===== src/rtl/backup_pkg.sv =====
// Shared types and constants for the backup-RAM sector streamer.
package backup_pkg;

  typedef enum logic [1:0] {
    BK_IDLE = 2'd0,
    BK_REQ  = 2'd1,
    BK_XFER = 2'd2
  } bk_state_t;

  localparam int unsigned BK_SECTOR_BYTES = 512;

endpackage


===== src/rtl/backup_sync_if.sv =====
// HPS SD sector request/acknowledge bundle between the streamer and hps_io.
interface backup_sync_if;

  logic [31:0] sd_lba;
  logic        sd_rd;
  logic        sd_wr;
  logic        sd_ack;

  modport master (output sd_lba, output sd_rd, output sd_wr, input sd_ack);
  modport slave  (input sd_lba, input sd_rd, input sd_wr, output sd_ack);

endinterface


===== src/rtl/edge_rise.sv =====
// Single-signal edge detector; rise and fall both come from one delayed copy.
module edge_rise (
  input  logic clk,
  input  logic rst_n,
  input  logic sig_i,
  output logic rise_o,
  output logic fall_o
);

  logic sig_q;

  // NOTE: clocked state is always written with <= so every flop samples pre-edge values.
  always_ff @(posedge clk or negedge rst_n) begin
    if (!rst_n) sig_q <= 1'b0;
    else        sig_q <= sig_i;
  end

  assign rise_o = sig_i & ~sig_q;
  assign fall_o = ~sig_i & sig_q;

endmodule


===== src/rtl/backup_sync.sv =====
// Backup-RAM sector streamer: sequences SECTORS load/save requests to the HPS,
// tracks NVRAM dirtiness, autosaves on OSD open and aborts stalled sectors.
module backup_sync
  import backup_pkg::*;
#(
  parameter int unsigned SECTORS  = 64,
  parameter int unsigned LBA_W    = 8,
  parameter logic [23:0] TIMEOUT  = 24'd5_000_000,
  parameter bit          AUTOSAVE = 1'b1
) (
  input  logic                 clk_sys,
  input  logic                 RESET_n,
  input  logic                 downloading,
  input  logic                 img_mounted,
  input  logic                 img_readonly,
  input  logic [63:0]          img_size,
  input  logic                 load_req,
  input  logic                 save_req,
  input  logic                 osd_open,
  input  logic                 nvram_we,
  backup_sync_if.master        sd,
  output logic                 ena,
  output logic                 busy,
  output logic                 loading,
  output logic                 dirty,
  output logic                 error
);

  logic load_rise, save_rise, osd_rise, ack_rise, dl_rise;
  logic ack_fall, dl_fall;
  logic load_fall_unused, save_fall_unused, osd_fall_unused;

  edge_rise u_load (.clk(clk_sys), .rst_n(RESET_n), .sig_i(load_req),    .rise_o(load_rise), .fall_o(load_fall_unused));
  edge_rise u_save (.clk(clk_sys), .rst_n(RESET_n), .sig_i(save_req),    .rise_o(save_rise), .fall_o(save_fall_unused));
  edge_rise u_osd  (.clk(clk_sys), .rst_n(RESET_n), .sig_i(osd_open),    .rise_o(osd_rise),  .fall_o(osd_fall_unused));
  edge_rise u_ack  (.clk(clk_sys), .rst_n(RESET_n), .sig_i(sd.sd_ack),   .rise_o(ack_rise),  .fall_o(ack_fall));
  edge_rise u_dl   (.clk(clk_sys), .rst_n(RESET_n), .sig_i(downloading), .rise_o(dl_rise),   .fall_o(dl_fall));

  bk_state_t        state_q, state_d;
  logic [LBA_W-1:0] lba_q, lba_d;
  logic [23:0]      wd_q, wd_d;
  logic             rd_q, rd_d, wr_q, wr_d;
  logic             ena_q, ena_d, busy_q, busy_d;
  logic             loading_q, loading_d, dirty_q, dirty_d, error_q, error_d;

  logic start_load, start_save, start_any, last_sector, wd_expire;

  // Load outranks save, so a simultaneous load/save edge only loads.
  assign start_load  = ena_q & (load_rise | (dl_fall & (img_size != 64'd0)));
  assign start_save  = ena_q & (save_rise | (AUTOSAVE & osd_rise & dirty_q));
  assign start_any   = start_load | start_save;
  assign last_sector = (lba_q == LBA_W'(SECTORS - 1));
  assign wd_expire   = (TIMEOUT != 24'd0) && (wd_q == TIMEOUT - 24'd1);

  always_ff @(posedge clk_sys or negedge RESET_n) begin
    if (!RESET_n) begin
      state_q   <= BK_IDLE;
      lba_q     <= '0;
      wd_q      <= '0;
      rd_q      <= 1'b0;
      wr_q      <= 1'b0;
      ena_q     <= 1'b0;
      busy_q    <= 1'b0;
      loading_q <= 1'b0;
      dirty_q   <= 1'b0;
      error_q   <= 1'b0;
    end else begin
      state_q   <= state_d;
      lba_q     <= lba_d;
      wd_q      <= wd_d;
      rd_q      <= rd_d;
      wr_q      <= wr_d;
      ena_q     <= ena_d;
      busy_q    <= busy_d;
      loading_q <= loading_d;
      dirty_q   <= dirty_d;
      error_q   <= error_d;
    end
  end

  // NOTE: every variable in a comb block gets a default first, otherwise a latch is inferred.
  always_comb begin
    state_d = state_q;
    unique case (state_q)
      BK_IDLE: if (start_any) state_d = BK_REQ;
      BK_REQ: begin
        if (ack_rise)       state_d = BK_XFER;
        else if (wd_expire) state_d = BK_IDLE;
      end
      BK_XFER: if (ack_fall) state_d = last_sector ? BK_IDLE : BK_REQ;
      default: state_d = BK_IDLE;
    endcase
  end

  always_comb begin
    lba_d     = lba_q;
    wd_d      = wd_q;
    rd_d      = rd_q;
    wr_d      = wr_q;
    loading_d = loading_q;
    dirty_d   = dirty_q;
    error_d   = error_q;
    ena_d     = ena_q;
    busy_d    = (state_d != BK_IDLE);

    if (dl_rise) ena_d = 1'b0;
    if (downloading & img_mounted & ~img_readonly) ena_d = 1'b1;

    unique case (state_q)
      BK_IDLE: begin
        if (start_any) begin
          lba_d     = '0;
          wd_d      = '0;
          rd_d      = start_load;
          wr_d      = ~start_load;
          loading_d = start_load;
          error_d   = 1'b0;
          if (!start_load) dirty_d = 1'b0;
        end
      end
      BK_REQ: begin
        if (ack_rise) begin
          rd_d = 1'b0;
          wr_d = 1'b0;
        end else if (wd_expire) begin
          rd_d      = 1'b0;
          wr_d      = 1'b0;
          loading_d = 1'b0;
          error_d   = 1'b1;
          // The image was never fully written, so the NVRAM is still unsaved.
          if (!loading_q) dirty_d = 1'b1;
        end else begin
          wd_d = wd_q + 24'd1;
        end
      end
      BK_XFER: begin
        if (ack_fall) begin
          if (last_sector) begin
            loading_d = 1'b0;
            if (loading_q) dirty_d = 1'b0;
          end else begin
            lba_d = lba_q + LBA_W'(1);
            wd_d  = '0;
            rd_d  = loading_q;
            wr_d  = ~loading_q;
          end
        end
      end
      default: ;
    endcase

    // A core write always wins over any clear landing in the same cycle.
    if (nvram_we) dirty_d = 1'b1;
  end

  assign sd.sd_lba = 32'(lba_q);
  assign sd.sd_rd  = rd_q;
  assign sd.sd_wr  = wr_q;
  assign ena       = ena_q;
  assign busy      = busy_q;
  assign loading   = loading_q;
  assign dirty     = dirty_q;
  assign error     = error_q;

endmodule

===== src/flat_wrapper.sv =====
// flat-port wrapper written by rule: the top's interface ports become plain ports
module backup_sync_flat import backup_pkg::*;
#(
  parameter int unsigned SECTORS  = 64,
  parameter int unsigned LBA_W    = 8,
  parameter logic [23:0] TIMEOUT  = 24'd5_000_000,
  parameter bit          AUTOSAVE = 1'b1
)
  (clk_sys, RESET_n, downloading, img_mounted, img_readonly, img_size, load_req, save_req, osd_open, nvram_we, ena, busy, loading, dirty, error, sd_sd_lba, sd_sd_rd, sd_sd_wr, sd_sd_ack);
  backup_sync_if sd_i ();
  input  logic clk_sys;
  input  logic RESET_n;
  input  logic downloading;
  input  logic img_mounted;
  input  logic img_readonly;
  input  logic [63:0] img_size;
  input  logic load_req;
  input  logic save_req;
  input  logic osd_open;
  input  logic nvram_we;
  output logic ena;
  output logic busy;
  output logic loading;
  output logic dirty;
  output logic error;
  output wire logic [$bits(sd_i.sd_lba)-1:0] sd_sd_lba;
  output wire logic [$bits(sd_i.sd_rd)-1:0] sd_sd_rd;
  output wire logic [$bits(sd_i.sd_wr)-1:0] sd_sd_wr;
  input wire logic [$bits(sd_i.sd_ack)-1:0] sd_sd_ack;
  assign sd_sd_lba = sd_i.sd_lba;
  assign sd_sd_rd = sd_i.sd_rd;
  assign sd_sd_wr = sd_i.sd_wr;
  assign sd_i.sd_ack = sd_sd_ack;
  backup_sync #(.SECTORS(SECTORS), .LBA_W(LBA_W), .TIMEOUT(TIMEOUT), .AUTOSAVE(AUTOSAVE)) u_core (.clk_sys(clk_sys), .RESET_n(RESET_n), .downloading(downloading), .img_mounted(img_mounted), .img_readonly(img_readonly), .img_size(img_size), .load_req(load_req), .save_req(save_req), .osd_open(osd_open), .nvram_we(nvram_we), .sd(sd_i), .ena(ena), .busy(busy), .loading(loading), .dirty(dirty), .error(error));
endmodule

===== config.mk =====
export PLATFORM = sky130hd
export DESIGN_NAME = backup_sync_flat
export DESIGN_NICKNAME = d
export VERILOG_FILES = /design/src/rtl/backup_pkg.sv /design/src/rtl/backup_sync_if.sv /design/src/rtl/edge_rise.sv /design/src/rtl/backup_sync.sv /design/src/flat_wrapper.sv
export SDC_FILE = /design/constraint.sdc
export NUM_CORES = 1
export LEC_CHECK = 0
export BUFFER_PORTS_ARGS = -buffer_cell sky130_fd_sc_hd__buf_2
export CAP_MARGIN = 40
export CORE_MARGIN = 2
export CORE_UTILIZATION = 40
export CTS_CLUSTER_SIZE = 25
export DETAILED_ROUTE_END_ITERATION = 16
export PLACE_DENSITY = 0.64
export SYNTH_ARGS = -nofsm -noshare
export SYNTH_HDL_FRONTEND = slang
export SYNTH_SLANG_ARGS = --single-unit

===== constraint.sdc =====
create_clock -name clk_sys -period 8 [get_ports clk_sys]
set_clock_uncertainty 0.2 [all_clocks]
set_input_delay 0.4 -clock clk_sys [delete_from_list [all_inputs] [get_ports clk_sys]]
set_output_delay 0.4 -clock clk_sys [all_outputs]
set_load 0.05 [all_outputs]

==> out/qor.txt, run 1 <==
std cell rows: 32
leak pwr: 1.66 nW
Critical Path Fanout Max: 23
initial antenna violation count: 0
global-route track usage on met2: 0.317
Post-synth EDFFs: 0
Inserted Clock Buffers: 5
net switching power: 0.425 mW
fin cells: 545
P_int: 0.489 mW
final number of hold-violating endpoints: 0
worst vdd ir: 0.141 mV
Seq. cell area: 0.00115 mm²
Worst-Margin Slew: 0.746 ns
met3 Track Usage GR: 0.0350
Initial Util: 0.408
WL final: 8.29 mm
Core Util, Final: 0.486
commonest non-fill, non-tap cells in the layout: buf_2 (89), dfrtp_1 (46), nand2_1 (28)
max-cap violation count: 0
Root Buffer: clkbuf_8
Detailed Route Iter0 Violations: 273
area of the die: 0.00853 mm²
Power, Total: 0.914 mW
crit path time final: 3.05 ns
# IOs: 113
fill count: 761
min-delay worst type: in2reg
max frequency: 0.328 GHz
CTS sink cnt: 46
Async SR Flop Fraction: 1.00
sequential-to-total area share from yosys stat: 0.369
final instance area: 0.00372 mm²
Slew Limit Fails: 0
gr busiest metal: met2
chip width: 92.4 µm
area delta synth->final: 19.1%
RD Place Congestion: 0.849
commonest non-fill, non-tap cell in the layout: buf_2
RSZ-0062 raised after global routing: false
final worst slack: 4.95 ns
Final Setup Violations: 0
Synth warnings: 0
setup TNS: 0 ns
sequential share of power: 0.307
Global Route met1 Usage: 0.303
dpl cell area: 0.00360 mm²
vias per inst: 5.60
slew margin rel.: 0.501
Synth Cell Area: 0.00312 mm²
post-place setup slack: 4.91 ns
fin nets: 522
Tot GR Track Use: 0.206
CTS H-tree lvls: 2
status: finished clean
Die Span Y: 92.4 µm
Inserted Diodes: 0
post-DR wirelength/cell: 15.2 µm
final period utilization: 0.382
combinational share of power: 0.499
Cells after Synth: 358
Startpoint Class: flop
clock buffer depth: 2
largest net degree at the start of global routing: 31
Top FF cell, synth: dfrtp_1
required time of the critical path: 8.00 ns
Seq cells post-synth: 46
synthesized area per cell: 8.72 µm²
pwr dens: 246 mW/mm²
DR DRC count: 0
grt ovf: 0
dpl cells: 536
clock power share: 0.194
CP arrival: 3.05 ns
CTS tree: built
Post-DRT Antenna Nets: 0
Worst-path clk slew: 0.09 ns
synth unique cells: 63
via count: 3052
placed wire-length estimate: 6.33 mm
vias in the first global route: 2933
CORE AREA: 0.00765 mm²
Hold WS: 0.0141 ns
Skew-Pair Late Insertion Delay: 0.31 ns
area of the multi-input gates: 0.00177 mm²
Sw Share: 0.465
kind of critical path: reg2reg
Setup crit end kind: flop
PortBufs: 88
post-cts sizing count: 0
layout cell share with drive strength beyond 1: 0.248
drt pass-1 iters: 4
first-pass GRT wire length: 14.3 mm
[flip-flops by register name, indices dropped and copies added, names as in the netlist]
name                 cells
u_core.wd_q             24
u_core.u_ack.sig_q       1
u_core.loading           1
u_core.dirty             1
u_core.busy              1
u_core.state_q           2
u_core.sd.sd_rd          1
u_core.lba_q             8
u_core.ena               1
u_core.u_dl.sig_q        1
u_core.u_osd.sig_q       1
u_core.u_save.sig_q      1
u_core.error             1
u_core.sd.sd_wr          1
u_core.u_load.sig_q      1
[per-layer routing]
layer	share of wire	wire, µm
met2	0.46	3800
met4	0.0072	60
met3	0.054	446
met1	0.48	3990
met5	0	0
[cell usage after synthesis, types with 2 or more instances]
cell type	instances	area, µm²
nor4_1	20	125
inv_1	12	45.0
clkbuf_1	12	45.0
and2_1	5	31.3
ha_1	6	75.1
mux2i_1	2	20.0
a21o_1	5	37.5
nor4b_1	3	26.3
buf_4	24	180
o221ai_1	3	26.3
or4_1	14	105
a211o_1	2	17.5
nand4_1	11	68.8
nor3_1	7	35.0
a32o_1	2	20.0
nand3_1	17	85.1
a2111oi_0	2	17.5
nor2_1	19	71.3
a21oi_1	19	95.1
and3_1	6	37.5
o21ai_1	11	55.1
a41oi_1	2	17.5
nor2b_1	2	12.5
nand2b_1	3	18.8
o2bb2ai_1	2	17.5
nand2_1	28	105
or3_1	3	18.8
o211a_1	2	20.0
o2111ai_1	2	17.5
o21ai_0	6	30.0
o41ai_1	2	17.5
nor4bb_1	2	20.0
o31ai_1	22	165
a32oi_1	2	17.5
dfrtp_1	46	1150
mux2_4	2	30.0
a31oi_1	4	25.0
[path summary, 6_finish.rpt]
kind	startpoint	end	slack, ns	cells after the start
worst max register to register	u_core.state_q[1]	u_core.wd_q[16]	4.95	7
worst max-delay path	u_core.state_q[1]	u_core.wd_q[16]	4.95	7
worst min register to register	u_core.sd.sd_rd	u_core.sd.sd_rd	0.32	1
min in group asynchronous	RESET_n	u_core.wd_q[11]	0.35	2
worst min-delay path	save_req	u_core.u_save.sig_q	0.01	1
max in group asynchronous	RESET_n	u_core.u_ack.sig_q	6.74	3
[power groups by stage]
stage,logic (mW),clock network (mW),registers (mW)
2_1_floorplan,0.272,0,0.336
3_3_place_gp,0.425,0,0.284
3_5_place_dp,0.453,0,0.284
4_1_cts,0.454,0.184,0.280
5_1_grt,0.497,0.194,0.284
6_report,0.456,0.178,0.280
[cell families (layout without fill, tap and decap cells)]
logic type	count (synthesis)	in the layout	synth area share
flip-flops	46	46	0.369
buffers and inverters	52	114	0.0941
adder cells (fa/ha/maj)	6	6	0.0240
AO/OA/AOI/OAI	98	98	0.220
other	1	24	0.00120
multiplexers	4	4	0.0160
AND/OR/NAND/NOR	151	151	0.276
[final cells by class]
class                           count  area share
Clock buffer                        6      0.0195
Clock inverter                      2      0.0101
Inverter                           13      0.0131
Multi-Input combinational cell    283       0.476
Sequential cell                    46       0.310
Tap cell                          102      0.0343
Timing Repair Buffer               93       0.137
[repair_timing]
action | 4_1_cts | 5_1_grt
setup endpoints to repair | 0 | 0
hold buffers | 1 | 0
setup buffers | 0 | 0
hold endpoints to repair | 16 | 0
[critical path: stages, from the launching register on]
cell     delay [ns]
dfrtp_1        0.40
inv_1          0.10
ha_1           0.43
a21o_1         0.28
a41oi_1        0.24
nand2_1        0.49
or4_1          0.66
o211a_1        0.14
Note: power is estimated with default switching activity, not from simulation.
==> inputs of run 2 (changes only) <==
==> constraint.sdc (replaced) <==
create_clock -name clk_sys -period 3.11 [get_ports clk_sys]
set_clock_uncertainty 0.2 [all_clocks]
set_input_delay 0.1555 -clock clk_sys [delete_from_list [all_inputs] [get_ports clk_sys]]
set_output_delay 0.1555 -clock clk_sys [all_outputs]
set_load 0.05 [all_outputs]
==> run 2 against run 1 <==
Against the previous run:
- clock-buffer cell count up 1
- cell count up 2.6%
- non-clock buffer count up 14
- flip-flop and latch count unchanged
- sequential share of layout area down 0.93 points
- die area unchanged
- setup slack worse by 4.6 ns
- highest routed layer unchanged
- routed wire length up 4.7%
- clock power up 140%
- via count up 2.9%
- critical endpoint is now u_core.sd.sd_rd
- worst hold slack better by 0.033 ns
==> out/qor.txt, run 2 (synthesis results as in run 1) <==
Global Route met1 Usage: 0.304 (+0.000519)
biggest regs: u_core.wd_q (24), u_core.lba_q (8), u_core.state_q (2)
vias in the first global route: 2989 (+1.9%)
Slew Limit Fails: 0 (unchanged)
Final Setup Violations: 0 (unchanged)
Hold WS: 0.0467 ns (+0.0326 ns)
met3 Track Usage GR: 0.0407 (+0.00570)
max-cap violation count: 0 (unchanged)
Worst-Margin Slew: 0.560 ns (-0.186 ns)
vias per inst: 5.62 (+0.31%)
CTS tree: built
max frequency: 0.359 GHz (+9.5%)
area delta synth->final: 22.8%
drt pass-1 iters: 4 (unchanged)
PortBufs: 88 (unchanged)
CP arrival: 2.79 ns (-0.26 ns)
placed wire-length estimate: 6.37 mm (+0.55%)
largest reg by FF count: u_core.wd_q
Critical Path Fanout Max: 10 (-57%)
gr busiest metal: met2
area of the die: 0.00853 mm² (unchanged)
Skew-Pair Late Insertion Delay: 0.31 ns (about the same)
fin cells: 559 (+2.6%)
clock buffer depth: 2 (unchanged)
final instance area: 0.00383 mm² (+3.1%)
min-delay worst type: in2async
final number of hold-violating endpoints: 0 (unchanged)
setup TNS: 0 ns (unchanged)
RSZ-0062 raised after global routing: false
dpl cell area: 0.00364 mm² (+1.1%)
dpl cells: 542 (+1.1%)
Detailed Route Iter0 Violations: 238 (-13%)
crit path time final: 2.79 ns (-0.266 ns)
# IOs: 113 (unchanged)
Die Span Y: 92.4 µm (unchanged)
largest net degree at the start of global routing: 39 (+26%)
first-pass GRT wire length: 14.4 mm (+0.87%)
initial antenna violation count: 0 (unchanged)
post-place setup slack: 0.334 ns (-4.58 ns)
post-DR wirelength/cell: 15.5 µm (+2.0%)
Post-DRT Antenna Nets: 0 (unchanged)
required time of the critical path: 3.11 ns (-4.89 ns)
WL final: 8.68 mm (+4.7%)
kind of critical path: reg2reg
commonest non-fill, non-tap cells in the layout: buf_2 (88), dfrtp_1 (46), nand2_1 (28)
via count: 3140 (+2.9%)
Initial Util: 0.408 (unchanged)
fin nets: 536 (+2.7%)
Tot GR Track Use: 0.210 (+0.00452)
grt ovf: 0 (unchanged)
chip width: 92.4 µm (unchanged)
final period utilization: 0.896 (+0.514)
status: finished clean
leak pwr: 1.73 nW (+3.9%)
Setup crit end kind: flop
layout cell share with drive strength beyond 1: 0.256 (+0.00771)
Power, Total: 2.35 mW (+160%)
std cell rows: 32 (unchanged)
post-cts sizing count: 0 (unchanged)
final worst slack: 0.324 ns (-4.62 ns)
DR DRC count: 0 (unchanged)
Root Buffer: clkbuf_8
Worst-path clk slew: 0.09 ns (about the same)
global-route track usage on met2: 0.320 (+0.00304)
Inserted Diodes: 0 (unchanged)
RD Place Congestion: 0.850 (+0.16%)
Core Util, Final: 0.501 (+0.0151)
CTS H-tree lvls: 2 (unchanged)
CTS sink cnt: 46 (unchanged)
Inserted Clock Buffers: 5 (unchanged)
commonest non-fill, non-tap cell in the layout: buf_2
pwr dens: 613 mW/mm² (+150%)
worst vdd ir: 0.345 mV (+140%)
Startpoint Class: flop
slew margin rel.: 0.621 (+0.120)
CORE AREA: 0.00765 mm² (unchanged)
Largest register FFs: 24 (unchanged)
==> run 2: changes by cell type in the layout (fill, tap and decap cells not counted), sizes merged <==
cell,delta
dlygate4sd3,+8
clkinv,+1
buf,+6
clkinvlp,-1
clkbuf,+1
bufinv,-1
==> run 2: power breakdown <==
| group | internal [mW] | switching (mW) | leakage [nW] | total (mW) |
|---|---|---|---|---|
| registers | 0.664 | 0.0571 | 0.616 | 0.721 |
| logic | 0.386 | 0.820 | 1.06 | 1.21 |
| clock network | 0.204 | 0.218 | 0.0544 | 0.422 |
| total | 1.25 | 1.10 | 1.73 | 2.35 |
==> run 2: layout make-up <==
type	instances	area (µm²)
fill	752	3810
multi-input combinational	283	1770
sequential	46	1150
timing repair buffer	107	631
tap	102	128
clock buffer	7	96.3
inverter	13	48.8
clock inverter	1	8.76
==> run 2: path summary, 6_finish.rpt <==
check	cells after the start	startpoint	slack (ns)	endpoint
worst max-delay path	6	u_core.wd_q[10]	0.32	u_core.sd.sd_rd
worst min-delay path	2	RESET_n	0.05	u_core.wd_q[0]
worst max register to register	6	u_core.wd_q[10]	0.32	u_core.sd.sd_rd
worst min register to register	1	u_core.wd_q[3]	0.32	u_core.wd_q[3]
max in group asynchronous	3	RESET_n	2.17	u_core.wd_q[21]
min in group clk_sys	2	osd_open	0.31	u_core.u_osd.sig_q
==> run 2: layer usage <==
layer | share of wire | up-vias | wire length [µm]
li1 | - | 1535 | -
met2 | 0.46 | 89 | 4010
met3 | 0.050 | 10 | 436
met4 | 0.010 | 0 | 89
met5 | 0 | - | 0
met1 | 0.48 | 1506 | 4140
==> run 2: worst max-delay path, cell delays in order, from the launching register on <==
cell,delay (ns)
dfrtp_1,0.48
or4b_1,0.54
or4_4,0.47
o21ai_4,0.23
nor2_2,0.06
or3_4,0.40
mux2_4,0.30
==> run 2: what timing repair did <==
item                                   in CTS  in global routing
hold buffers                                9                  0
setup buffers                               0                  0
endpoints found under the hold margin      53                  0
